### src/rtl/pipeline_stall_ctrl.sv
// Stall/flush sequencer for the 5-stage pipeline: merges load-use, I/D-cache miss and
// taken-branch sources into per-stage hold/bubble controls, with cache-wait FSM and watchdog.
module pipeline_stall_ctrl #(
    parameter int CNT_W   = 32,
    parameter int TIMEOUT = 255
) (
    input  logic             clk,
    input  logic             reset,
    input  logic             ex_mem_read_in,
    input  logic [4:0]       ex_reg_dest_addr_in,
    input  logic [4:0]       id_reg_a_addr_in,
    input  logic [4:0]       id_reg_b_addr_in,
    input  logic             ex_branch_taken_in,
    input  logic             ic_req_in,
    input  logic             ic_ready_in,
    input  logic             dc_req_in,
    input  logic             dc_ready_in,
    output logic             pc_stall_out,
    output logic             if_id_stall_out,
    output logic             id_ex_stall_out,
    output logic             ex_mem_stall_out,
    output logic             if_id_flush_out,
    output logic             id_ex_flush_out,
    output logic             mem_wb_flush_out,
    output logic             ic_abort_out,
    output logic [1:0]       state_out,
    output logic [CNT_W-1:0] stall_count_out,
    output logic             timeout_out
);

    localparam int WAIT_W = (TIMEOUT < 2) ? 1 : $clog2(TIMEOUT + 1);

    typedef enum logic [1:0] {
        RUN     = 2'd0,
        IC_WAIT = 2'd1,
        DC_WAIT = 2'd2
    } state_e;

    typedef struct packed {
        logic pc_stall;
        logic if_id_stall;
        logic id_ex_stall;
        logic ex_mem_stall;
        logic if_id_flush;
        logic id_ex_flush;
        logic mem_wb_flush;
        logic ic_abort;
    } ctrl_t;

    state_e            state, state_nxt;
    ctrl_t             ctrl;
    logic              lu, dm, im, br;
    logic [WAIT_W-1:0] wait_cnt, wait_inc;
    logic [CNT_W-1:0]  stall_cnt;
    logic              tmo;

    assign lu = ex_mem_read_in && (ex_reg_dest_addr_in != 5'd0) &&
                ((ex_reg_dest_addr_in == id_reg_a_addr_in) ||
                 (ex_reg_dest_addr_in == id_reg_b_addr_in));
    assign dm = dc_req_in && !dc_ready_in;
    assign im = ic_req_in && !ic_ready_in;
    assign br = ex_branch_taken_in;

    // One action per cycle, priority dm > br > lu > im.
    always_comb begin
        ctrl = '0;
        if (dm) begin
            ctrl.pc_stall     = 1'b1;
            ctrl.if_id_stall  = 1'b1;
            ctrl.id_ex_stall  = 1'b1;
            ctrl.ex_mem_stall = 1'b1;
            ctrl.mem_wb_flush = 1'b1;
        end else if (br) begin
            ctrl.if_id_flush = 1'b1;
            ctrl.id_ex_flush = 1'b1;
            ctrl.ic_abort    = im || (state == IC_WAIT);
        end else if (lu) begin
            ctrl.pc_stall    = 1'b1;
            ctrl.if_id_stall = 1'b1;
            ctrl.id_ex_flush = 1'b1;
        end else if (im) begin
            ctrl.pc_stall    = 1'b1;
            ctrl.if_id_flush = 1'b1;
        end
    end

    always_comb begin
        state_nxt = state;
        case (state)
            RUN: begin
                if (dm)             state_nxt = DC_WAIT;
                else if (im && !br) state_nxt = IC_WAIT;
            end
            IC_WAIT: begin
                if (dm)                     state_nxt = DC_WAIT;
                else if (ic_ready_in || br) state_nxt = RUN;
            end
            DC_WAIT: begin
                if (dc_ready_in) state_nxt = RUN;
            end
            default: state_nxt = RUN;
        endcase
    end

    // Count of consecutive cycles in the current wait state, including this one.
    assign wait_inc = (wait_cnt == WAIT_W'(TIMEOUT)) ? wait_cnt : wait_cnt + 1'b1;

    always_ff @(posedge clk or negedge reset) begin
        if (!reset) begin
            state     <= RUN;
            wait_cnt  <= '0;
            stall_cnt <= '0;
            tmo       <= 1'b0;
        end else begin
            state <= state_nxt;
            if (ctrl.pc_stall && (stall_cnt != '1))
                stall_cnt <= stall_cnt + 1'b1;
            if (state == RUN || state_nxt != state)
                wait_cnt <= '0;
            else
                wait_cnt <= wait_inc;
            if (state != RUN && wait_inc >= WAIT_W'(TIMEOUT))
                tmo <= 1'b1;
        end
    end

    assign pc_stall_out     = reset && ctrl.pc_stall;
    assign if_id_stall_out  = reset && ctrl.if_id_stall;
    assign id_ex_stall_out  = reset && ctrl.id_ex_stall;
    assign ex_mem_stall_out = reset && ctrl.ex_mem_stall;
    assign if_id_flush_out  = reset && ctrl.if_id_flush;
    assign id_ex_flush_out  = reset && ctrl.id_ex_flush;
    assign mem_wb_flush_out = reset && ctrl.mem_wb_flush;
    assign ic_abort_out     = reset && ctrl.ic_abort;
    assign state_out        = state;
    assign stall_count_out  = stall_cnt;
    assign timeout_out      = tmo;

endmodule

### config.mk
export PLATFORM = sky130hd
export DESIGN_NAME = pipeline_stall_ctrl
export DESIGN_NICKNAME = d
export VERILOG_FILES = /design/src/rtl/pipeline_stall_ctrl.sv
export SDC_FILE = /design/constraint.sdc
export NUM_CORES = 1
export LEC_CHECK = 0
export CAP_MARGIN = 10
export CORE_AREA = 2 2 92 59
export CTS_CLUSTER_DIAMETER = 80
export DETAILED_ROUTE_END_ITERATION = 8
export DIE_AREA = 0 0 94 61
export HOLD_SLACK_MARGIN = 0.08
export PLACE_DENSITY = 0.82
export RECOVER_POWER = 25
export SYNTH_ARGS = -nofsm -noshare
export SYNTH_HDL_FRONTEND = slang
export SYNTH_SLANG_ARGS = --single-unit
### constraint.sdc
create_clock -name clk -period 3.2 [get_ports clk]
set_input_delay 0.64 -clock clk [delete_from_list [all_inputs] [get_ports clk]]
set_output_delay 0.64 -clock clk [all_outputs]
set_load 0.01 [all_outputs]
Word-level counts from Yosys, hierarchy flattened --
Cells that the tools add are included.
Operators by class: add/subtract/negate cells 2, magnitude comparators 1, equality and inequality tests 7, muxes and demuxes 20, reduce and logical (&&, ||, !) cells 25
Operators by type and width (count):
- $add A32 B1 Y32 const B | 1
- $ne A32 B32 Y1 const B | 1
- $mux W2 | 10
- $mux W8 | 2
- $logic_and A1 B1 Y1 | 15
- $eq A5 B5 Y1 | 2
- $add A8 B1 Y8 const B | 1
- $eq A8 B8 Y1 const B | 1
- $ge A8 B8 Y1 const B | 1
- $mux W1 | 7
- $pmux W2 S3 | 1
- $reduce_bool A5 Y1 | 1
- $logic_or A1 B1 Y1 | 4
- $logic_not A1 Y1 | 3
- $eq A2 B1 Y1 const B | 1
- $eq A2 B2 Y1 const B | 1
- $logic_not A2 Y1 | 1
- $ne A2 B2 Y1 | 1
- $reduce_bool A2 Y1 | 1
Word-level totals: register bits 43, input bits 23, output and inout port bits 43, logic and storage cells 59

Longest topological paths before layout --
Gate-level depths: netlist of run 1.
depth after elaboration 9, mapped depth 8, mapped depth without buffers 7

Least setup slack after synthesis of run 1 --
OpenSTA, ideal clock, no wires.
path kind input to output, start point input port ex_reg_dest_addr_in[1], end point output port pc_stall_out, arrival 1897 ps, required time 2560 ps, slack 663 ps, stages on the path 6, buffers on the path 1, cells stage by stage or4_1 -> o21ai_0 -> nor2_1 -> a21oi_2 -> buf_2 -> nor2b_1
On the way: longest elaborated chain between the ends 7, elaborated cells on any way between the ends 10, those cells by class eq/ne: 2; mux: 3; reduce/logical: 5
RTL lines:
- start: declaration | RTL line 10 | input logic [4:0] ex_reg_dest_addr_in,
- $eq A5 B5 Y1 (tied with other cells) | RTL line 58 | ((ex_reg_dest_addr_in == id_reg_a_addr_in) ||
- $logic_or A1 B1 Y1 / $logic_and A1 B1 Y1 (equally long branches) | RTL line 58, 57
- $logic_and A1 B1 Y1 (*) | RTL line 57 | assign lu = ex_mem_read_in && (ex_reg_dest_addr_in != 5'd0) &&
- $mux W1 (*) | RTL line 77 | end else if (lu) begin
- $mux W2 (*) | RTL line 73 | end else if (br) begin
- $mux W2 (*) | RTL line 67 | if (dm) begin
- $logic_and A1 B1 Y1 (*) | RTL line 127 | assign pc_stall_out = reset && ctrl.pc_stall;
- end: declaration | RTL line 18 | output logic pc_stall_out,
Mark *: on every way between the ends. The rest lies on a longest branch, timed or not.

Worst setup path after layout of run 1 --
Ends and elaborated chain as after synthesis.

==> impl_results.md, run 1 <==
* Mux share of post-synthesis cell area at about 1.7%
* Routed WL per cell at about 14 um
* Synth Area in Compound Gates at between 5 and 6%
* Total Wirelength at roughly 5600 um
* Dpl cell area at around 3200 um2
* Pwr dens at 464 nW/um2
* First-pass GRT wire length at just over 9000 um
* Largest net degree at the start of global routing at 32
* Crit path capture type: output pin
* Synth Net Count at about 280
* Clock sinks at 43
* Deepest clock path buffer count at 2
* Final setup fails at 0
* Setup CP Type: primary input to output pin
* Worst-Margin Slew at 1.18 ns
* CTS Hold Buffers Added at 0
* Status: complete, no violations
* Seq cells post-synth at 43
* GRT overflow at 0
* DP HPWL at 4120 um
* Final Cycle Share at 94.6%
* # diodes at 0
* Drt first pass iters at 4
* Worst-path clk slew at ~0.08 ns
* Placed cells at 384
* Maxcap violations at 0
* TNS Setup at 0 ns
* Share of layout cells above drive strength 1 at about 8.0%
* Die H at 61 um
* Initial antenna violation count at 0
* Worst-path maximum fanout at 2
* DRT iter0 DRCs at 96
* Nets at 351
* Final Hold Vio Count at 0
* Antenna viol nets, final at 0
* Crit path largest cell delay at approximately 0.52 ns
* Drc violations at 0
* Gpl congestion at between 0.8 and 0.9
* Die width at between 90 and 100 um
* Critical Path Source Type: primary input
* Area share of the largest cell type after synthesis at a little over two fifths
* Seq/Total Area, Yosys at roughly 44%
* Hold crit path type: primary input to async pin
* Synthesized area per cell at 9.62 um2
* Post-synth EDFFs at 0
* Starting Density at about half
* YS warnings at 0
* Synth cell types at 47
* Post-synthesis simple-gate area fraction at around 28%
* Row count at 20
* # IOs at 66
* Main combinational cell family by area after synthesis: simple AND/OR/NAND/NOR gates
* Synth Area in XOR/XNOR at between 15 and 20%
* Final Critical Period at 3.03 ns
* Clk_lat worst skew at between 0.2 and 0.3 ns
* Vias at around 2100
* Data required, critical path at 2.56 ns
* CTS buffer count at 5
* Rel. slew slack at 21.2%
* Total power at 0.00152 W
* GRT Util Overall at 21.3%
* Ys async rst share at 100%
* Vias per cell at 5.36
* Die ar. at ~5700 um2
* Finished Cell Area at roughly 3300 um2
* Fill count at around 400
* Clock Skews at slightly above 0.005 ns
* Post-synthesis cell count at between 200 and 300
* Final std cells w/o fill at 393
* Post-synthesis cell area at 2460 um2
* CP arrival at 2.39 ns
* Slowest cell on crit path: or4_1
* WHS at 0.308 ns
* Port Buffers at 65
* Synth top area cells: dfrtp_1 44%, xor2_1 11%, xnor2_1 5.0%
* Pins Over Slew Limit at 0
* Area leader, netlist: dfrtp_1
* Core ar. at 4880 um2
* Area growth syn-to-layout at 33.5%
* CTS tree: yes
* Post-synthesis adder-cell area fraction at under 10%
* VDD IR-drop max at ~0.34 mV
* Number of global-route vias before repair at between 1500 and 2000
* Prevailing post-synth register cell: dfrtp_1
* Root Buffer: clkbuf_8
* RSZ-0062 raised after global routing: false
* H-Tree Level Count at 2
* CP Cell Sequence: clkdlybuf4s50_1, or4_1, o21ai_1, nor2_1, a21oi_2, nor2b_1, dlygate4sd2_1
* FMAX at 0.330 GHz
* Leak at ~1.4 nW
## state kept, by name, summed over array words and instances, names as in the netlist
| register | count |
|---|---|
| timeout_out | 1 |
| wait_cnt | 8 |
| state_out | 2 |
| stall_count_out | 32 |
## metal layers
| layer | part of all wire [%] | track usage (%) | up-vias |
|---|---|---|---|
| met5 | 0 | 0 | - |
| met4 | 0.83 | 5.59 | 0 |
| met3 | 4.6 | 5.22 | 6 |
| met2 | 43 | 33.2 | 59 |
| met1 | 51 | 30.3 | 999 |
| li1 | - | - | 1043 |
## worst paths after layout
path,from,endpoint,slack (ns),cells past startpoint
worst min-delay path,reset,stall_count_out[23]$_DFFE_PN0P_,0.31,1
worst max register to register,stall_count_out[19]$_DFFE_PN0P_,stall_count_out[1]$_DFFE_PN0P_,0.84,7
max in group asynchronous,reset,stall_count_out[16]$_DFFE_PN0P_,1.43,2
worst max-delay path,ex_reg_dest_addr_in[1],pc_stall_out,0.17,7
min in group clk,timeout_out$_DFFE_PN0P_,timeout_out$_DFFE_PN0P_,0.48,1
worst min register to register,timeout_out$_DFFE_PN0P_,timeout_out$_DFFE_PN0P_,0.48,1
## synthesized netlist by cell type (all sizes together) (2+ instances only)
master / number
mux2: 2
nor2: 19
a21oi: 5
xor2: 31
nor4: 8
and2: 3
buf: 9
and3: 6
nor3b: 4
ha: 2
nor3: 21
clkbuf: 2
o21ai: 5
mux2i: 2
nor2b: 4
nand2b: 2
xnor2: 14
nand3: 17
dfrtp: 43
a31oi: 2
inv: 6
nand2: 24
nand4: 10
nor4b: 4
## cells in the final DEF, fill, tap and decap left out, types with 2 or more instances in the layout
| master | count |
|---|---|
| clkbuf_8 | 7 |
| nor2_1 | 17 |
| dlygate4sd2_1 | 2 |
| buf_4 | 7 |
| dlymetal6s2s_1 | 2 |
| nor2_2 | 2 |
| and3_1 | 6 |
| nand4_1 | 9 |
| a21oi_1 | 4 |
| clkdlybuf4s50_1 | 60 |
| nor2b_1 | 4 |
| nor4_1 | 7 |
| inv_1 | 6 |
| nand3_1 | 17 |
| nand2_1 | 23 |
| nor4b_1 | 3 |
| xnor2_1 | 14 |
| o21ai_0 | 4 |
| ha_1 | 2 |
| nand2b_1 | 2 |
| xor2_1 | 31 |
| nor3_2 | 2 |
| nor3_1 | 19 |
| nor3b_1 | 4 |
| and2_1 | 2 |
| clkbuf_1 | 4 |
| dfrtp_1 | 43 |
| a31oi_1 | 2 |
| mux2i_1 | 2 |
## per-stage QoR
step / setup WS [ns] / utilization, %
3_3_place_gp: -0.0897 / 65.2
6_report: 0.174 / 67.4
2_1_floorplan: 0.663 / -
4_1_cts: 0.00432 / 67.3
5_1_grt: 0.0679 / 67.4
3_5_place_dp: -0.111 / 65.2
## area by class of cell
class / count / area [um2] / share of cell area [%]
Clock buffer: 8 / 100 / 3.04
Inverter: 6 / 22.5 / 0.685
Timing Repair Buffer: 74 / 707 / 21.5
Multi-Input combinational cell: 196 / 1300 / 39.5
Sequential cell: 43 / 1080 / 32.7
Tap cell: 66 / 82.6 / 2.51
## repair_timing
| action | 4_1_cts | 5_1_grt |
|---|---|---|
| setup buffers | 0 | 1 |
| resized for setup | 4 | 2 |
| cloned | 0 | 0 |
| pin swaps | 0 | 1 |
| endpoints found under the setup margin | 4 | 2 |
## cells by family after synthesis
family | Yosys count
and+or+nand+nor | 124
muxes | 4
adders and majority gates | 2
DFF | 43
buffers and inverters | 17
xor gates and xnor gates | 45
AOI/OAI and AO/OA | 21
## report_power, final
part / internal, W / switching, W
combinational: 0.000235 / 0.000188
sequential: 0.000620 / 0.000102
clock: 0.000197 / 0.000182
## critical path: cells and delay by family
family / cells / cell delay, ns
buf+inv: 2 / 0.71
simple gates: 3 / 0.69
compound gates: 2 / 0.34
(Power assumes the default switching activity.)
==> inputs of run 2 (changes only) <==
--- a/config.mk
+++ b/config.mk
@@ -6,12 +6,12 @@
 export NUM_CORES = 1
 export LEC_CHECK = 0
 export CAP_MARGIN = 10
-export CORE_AREA = 2 2 92 59
+export CORE_AREA = 2 2 95 60
 export CTS_CLUSTER_DIAMETER = 80
 export DETAILED_ROUTE_END_ITERATION = 8
-export DIE_AREA = 0 0 94 61
+export DIE_AREA = 0 0 97 62
 export HOLD_SLACK_MARGIN = 0.08
-export PLACE_DENSITY = 0.82
+export PLACE_DENSITY = 0.79
 export RECOVER_POWER = 25
 export SYNTH_ARGS = -nofsm -noshare
 export SYNTH_HDL_FRONTEND = slang
==> constraint.sdc (replaced) <==
create_clock -name clk -period 3.4 [get_ports clk]
set_input_delay 0.68 -clock clk [delete_from_list [all_inputs] [get_ports clk]]
set_output_delay 0.68 -clock clk [all_outputs]
set_load 0.01 [all_outputs]
==> run 2 against run 1 <==
  * Clock skew up 0.0073 ns
  * Global-route usage is 1.7 points lower
  * First-iteration DRC count rose by 53%
  * Via count decreased by 0.47%
  * Die area up 4.9%
  * Cell area up 0.15%
  * Combinational power fell by 5.9%
  * Cell count grew 0.25%
  * Core utilization shrank 5.0 points
  * Largest cell class unchanged
==> impl_results.md, run 2 (synthesized netlist as in run 1, its figures left out) <==
* Max FFs per register at 32
* Final setup fails at 0
* Vias at ~2100
* Leak at roughly 1.4 nW
* DP Worst Slack at -0.0197 ns
* RSZ-0062 raised after global routing: false
* Critical Path Source Type: primary input
* Critical R2R Launch: stall_count_out[0]$_DFFE_PN0P_
* Final Cycle Share at a little over nine tenths
* First-pass GRT wire length at 9170 um
* Vias per cell at between 5 and 6
* Flop pwr share at ~46%
* # IOs at between 60 and 70
* Reg-to-reg endpoint: stall_count_out[8]$_DFFE_PN0P_
* Clock sinks at between 40 and 50
* Area growth syn-to-layout at 33.7%
* Most frequent cells in the layout: 62 x clkdlybuf4s50_1, 43 x dfrtp_1, 31 x xor2_1
* Status: complete, no violations
* Final Hold Vio Count at 0
* Die H at about 62 um
* DRT iter0 DRCs at 147
* GRT Util Overall at 19.5%
* Share of layout cells above drive strength 1 at 8.00%
* CTS tree: yes
* GRT overflow at 0
* Maxcap violations at 0
* Drc violations at 0
* Comb power frac at 26.8%
* Clock network power share at between 20% and 30%
* CTS Hold Buffers Added at 0
* R2r worst-path depth at 9
* Final worst slack at around 0.14 ns
* Crit path capture type: output pin
* Clock Skews at approximately 0.012 ns
* Pwr dens at between 400 and 500 nW/um2
* H-Tree Level Count at 2
* Root Buffer: clkbuf_8
* # diodes at 0
* Psw at about 0.00046 W
* Die ar. at 6010 um2
* FMAX at a little over 0.3 GHz
* Gpl congestion at 0.814
* Sw frac at a little under a third
* Initial antenna violation count at 0
* R2R setup slack at ~0.86 ns
* Final Critical Period at about 3.3 ns
* Starting Density at a little under half
* Port Buffers at 65
* Largest net degree at the start of global routing at 31
* Worst-path clk slew at roughly 0.09 ns
* Pins Over Slew Limit at 0
* Rel. slew slack at 43.6%
* Core Util, Final at between 60% and 70%
* Finished Cell Area at between 3000 and 4000 um2
* Commonest non-fill, non-tap cell in the layout: clkdlybuf4s50_1
* Hold crit path type: primary input to async pin
* CTS buffer count at 5
* Deepest clock path buffer count at 2
* Core ar. at 5280 um2
* Pint at between 0.001 and 0.0015 W
* Routed WL per cell at 14.5 um
* Number of global-route vias before repair at between 1500 and 2000
* Antenna viol nets, final at 0
* Clk_lat worst skew at 0.31 ns
* CP arrival at 2.58 ns
* Total Wirelength at 5720 um
* Drt first pass iters at 5
* Nets at about 350
* VDD IR-drop max at 0.318 mV
* Dpl cell area at approximately 3200 um2
* Setup CP Type: primary input to output pin
* DP HPWL at 4170 um
* Critical path startpoint: ex_reg_dest_addr_in[2]
* Worst-path maximum fanout at 3
* Worst-Margin Slew at 0.842 ns
* Die width at 97 um
* Data required, critical path at about 2.7 ns
* Row count at 21
==> run 2: cell types whose count changed in the layout (fill, tap and decap cells not counted) <==
cell	delta
bufinv_16	+1
clkinv_2	+1
buf_4	-2
buf_2	+1
clkbuf_1	-2
clkbuf_8	-2
dlygate4sd2_1	-2
clkdlybuf4s50_1	+2
clkinv_4	+1
==> run 2: stage by stage <==
step           cells  power [W]  TNS (ns)  hold WS, ns
4_1_cts          394    0.00150         0        0.347
5_1_grt          394    0.00157         0        0.371
3_3_place_gp     386    0.00108         0        0.473
6_report         394    0.00149         0        0.341
3_5_place_dp     386    0.00109   -0.0235        0.465
2_1_floorplan    256   0.000843         0        0.384
==> run 2: metal layers <==
| metal | part of all wire [%] | vias to the layer above | GRT usage (%) |
|---|---|---|---|
| met3 | 5.1 | 8 | 4.59 |
| li1 | - | 1037 | - |
| met5 | 0 | - | 0 |
| met4 | 1.4 | 0 | 7.04 |
| met2 | 42 | 65 | 29.1 |
| met1 | 52 | 987 | 28.3 |
==> run 2: cell type report <==
cell class / instances / area, um2
sequential: 43 / 1080
timing repair buffer: 72 / 696
clock buffer: 5 / 68.8
multi-input combinational: 196 / 1300
inverter: 6 / 22.5
fill: 451 / 1990
tap: 69 / 86.3
clock inverter: 3 / 43.8
==> run 2: worst max-delay path by stage <==
stage                       to  slack [ns]  cells past startpoint
5_1_grt        if_id_stall_out        0.03                      7
6_report       id_ex_flush_out        0.14                      8
2_1_floorplan     pc_stall_out        0.78                      6
4_1_cts        if_id_flush_out        0.02                      7
3_5_place_dp   if_id_flush_out       -0.02                      7
3_3_place_gp   if_id_flush_out        0.02                      7
==> run 2: critical path, stage by stage <==
cell	delay [ns]
clkdlybuf4s50_1	0.43
buf_4	0.15
xnor2_1	0.14
nand3_1	0.10
o22ai_2	0.24
nand2b_1	0.11
a21oi_1	0.17
clkdlybuf4s50_1	0.56
==> run 2: timing repair <==
action,4_1_cts,5_1_grt
gates resized for setup,1,3
endpoints found under the setup margin,2,3
endpoints found under the hold margin,0,0
buffers inserted,0,0
pin swaps,0,1
==> run 2: power groups by stage <==
stage,registers [W],logic (W),clock network [W]
3_3_place_gp,0.000689,0.000386,0
4_1_cts,0.000683,0.000403,0.000415
5_1_grt,0.000698,0.000436,0.000437
2_1_floorplan,0.000705,0.000138,0
6_report,0.000684,0.000398,0.000404
3_5_place_dp,0.000692,0.000400,0
==> inputs of run 3 (changes only) <==
--- a/config.mk
+++ b/config.mk
@@ -5,7 +5,7 @@
 export SDC_FILE = /design/constraint.sdc
 export NUM_CORES = 1
 export LEC_CHECK = 0
-export CAP_MARGIN = 10
+export CAP_MARGIN = 0
 export CORE_AREA = 2 2 95 60
 export CTS_CLUSTER_DIAMETER = 80
 export DETAILED_ROUTE_END_ITERATION = 8
==> results of run 3 <==
Final layout, timing and power as in run 2 (identical DEF).
==> edit: new RTL, settings of run 2 <==
`TIMEOUT`: 255 -> 510.
--- a/src/rtl/pipeline_stall_ctrl.sv
+++ b/src/rtl/pipeline_stall_ctrl.sv
@@ -4,3 +4,3 @@
     parameter int CNT_W   = 32,
-    parameter int TIMEOUT = 255
+    parameter int TIMEOUT = 510
 ) (
Check against the original RTL: same outputs for any inputs over 10 cycles, from zero or initial values and one cycle with reset low; that may be too few to reach the edited logic, so the function may still have changed.
==> edit against run 2 <==
The run now ends with capacitance limit, slew limit left; combinational power shrank 29%; clock skew rose by 0.00095 ns; sequential cell count increased by 1; total power decreased by 10%; cell area is 0.80% lower; die area is the same; setup slack worse by 0.062 ns; count of clock-buffer cells in the layout increased by 1; routed wire length fell by 4.8%; synthesized area is 3.0% lower; global-route usage hardly changed; critical path type unchanged; critical endpoint is now if_id_flush_out; largest power group unchanged.
==> edit: results (changes against run 2) <==
outcome: "complete, but fails checks"
violations: "capacitance limit, slew limit"
gp_congestion: 0.837  # +2.8%
irDropWorstVdd_v: 0.000318  # about the same
grt_pass1_wl_mm: 9.27  # +1.1%
worstMarginPinSlew_ns: 2.28  # +1.44 ns
cp_max_fo: 2  # -1
place_area_mm2: 0.00314  # -1.3%
dpl.hpwl_mm: 4.18  # +0.37%
rr_worst_depth: 7  # -2
drive_gt1_frac: 0.0757  # -0.00429
synthTopCellsByArea: "dfrtp_1 46%, xnor2_1 16%, nand4_1 4.7%"
wl_mm: 5.44  # -4.8%
fillers: 447  # -0.89%
grt_max_degree: 45  # +45%
slew_violations: 45  # +45
cp_slowest_cell: "or4_1"
drt-initial-drc-count: 74  # -50%
yosys.area_share.adder: 0.0157  # +0.00556
hp-class: "flip-flop to flip-flop"
synth_xor_area_frac: 0.165  # +0.00503
synth_nets: 269  # -4.3%
maxCapViolations: 1  # +1
muxShareOfSynthArea: 0.00471  # -0.0126
ys_seq_area_frac: 0.461  # +0.0242
cp_data_arrival_time_ns: 2.64  # +0.06 ns
yosysUniqueCellTypes: 41  # -13%
grtUsageTotal: 0.196  # +0.000346
p_leak_nw: 1.29  # -11%
vias: 2042  # -2.6%
fin_skew_ns: 0.0133  # +0.000952 ns
antenna_found_initial: 0  # unchanged
synth-compound-area-share: 0.0466  # -0.0103
diodes: 0  # unchanged
cp-startpoint: "ex_reg_dest_addr_in[1]"
cp_slowest_stage_delay_ns: 0.54  # -0.02 ns
-- edit: worst paths after layout --
| kind | endpoint | slack [ns] |
|---|---|---|
| setup / recovery | if_id_flush_out | 0.08 |
| hold / removal | stall_count_out[5] | 0.49 |
| setup reg to reg | stall_count_out[1] | 1.10 |
| hold reg to reg | stall_count_out[5] | 0.49 |
| max in group asynchronous | wait_cnt[7] | 0.79 |
| min in group asynchronous | stall_count_out[28] | 1.30 |
-- edit: cells by family (layout without fill, tap and decap cells) --
group                      Yosys count  after routing
AOI/OAI and AO/OA                   18             18
xor gates and xnor gates            45             45
adders and majority gates            3              3
buffers and inverters               10             84
DFF                                 44             44
muxes                                1              1
and+or+nand+nor                    122            122
-- edit: worst max-delay path, delay by kind of cell --
| family | cells | cell delay, ns |
|---|---|---|
| buffers and inverters | 2 | 0.97 |
| AOI/OAI and AO/OA | 2 | 0.22 |
| and+or+nand+nor | 3 | 0.77 |
-- edit: timing repair --
action,4_1_cts,5_1_grt
endpoints found under the hold margin,0,0
resized for setup,0,4
hold buffers,0,0
setup endpoints to repair,0,4
-- edit: routing by layer --
| metal | track usage | wire length, µm | vias up | part of all wire |
|---|---|---|---|---|
| met1 | 0.267 | 2680 | 968 | 0.49 |
| li1 | - | - | 1005 | - |
| met4 | 0.0423 | 42 | 0 | 0.0077 |
| met2 | 0.314 | 2370 | 64 | 0.44 |
| met3 | 0.0626 | 350 | 5 | 0.064 |
| met5 | 0 | 0 | - | 0 |
-- edit: final cells by class --
class,count,share of cell area
repair buffers,71,0.211
multi-input cells,189,0.382
flip-flops and latches,44,0.337
clock inverters,2,0.0119
inverters,5,0.00574
well taps,69,0.0264
clock buffers,6,0.0253
-- edit: power by group --
part           switching, mW  internal, mW  total [mW]
Combinational          0.123         0.158       0.281
Clock                  0.192         0.240       0.432
Sequential            0.0540         0.564       0.618
-- edit: metrics by stage --
| step | cells | utilization | hold slack (ns) | setup WS (ns) |
|---|---|---|---|---|
| finish | 386 | 0.619 | 0.495 | 0.0810 |
| global route | 386 | 0.619 | 0.516 | 0.0244 |
| CTS | 386 | 0.617 | 0.500 | 0.0388 |
| detailed placement | 378 | 0.594 | 0.483 | 0.0414 |
| global placement | 378 | 0.594 | 0.477 | 0.0558 |
| floorplan | 243 | - | 0.384 | 0.787 |
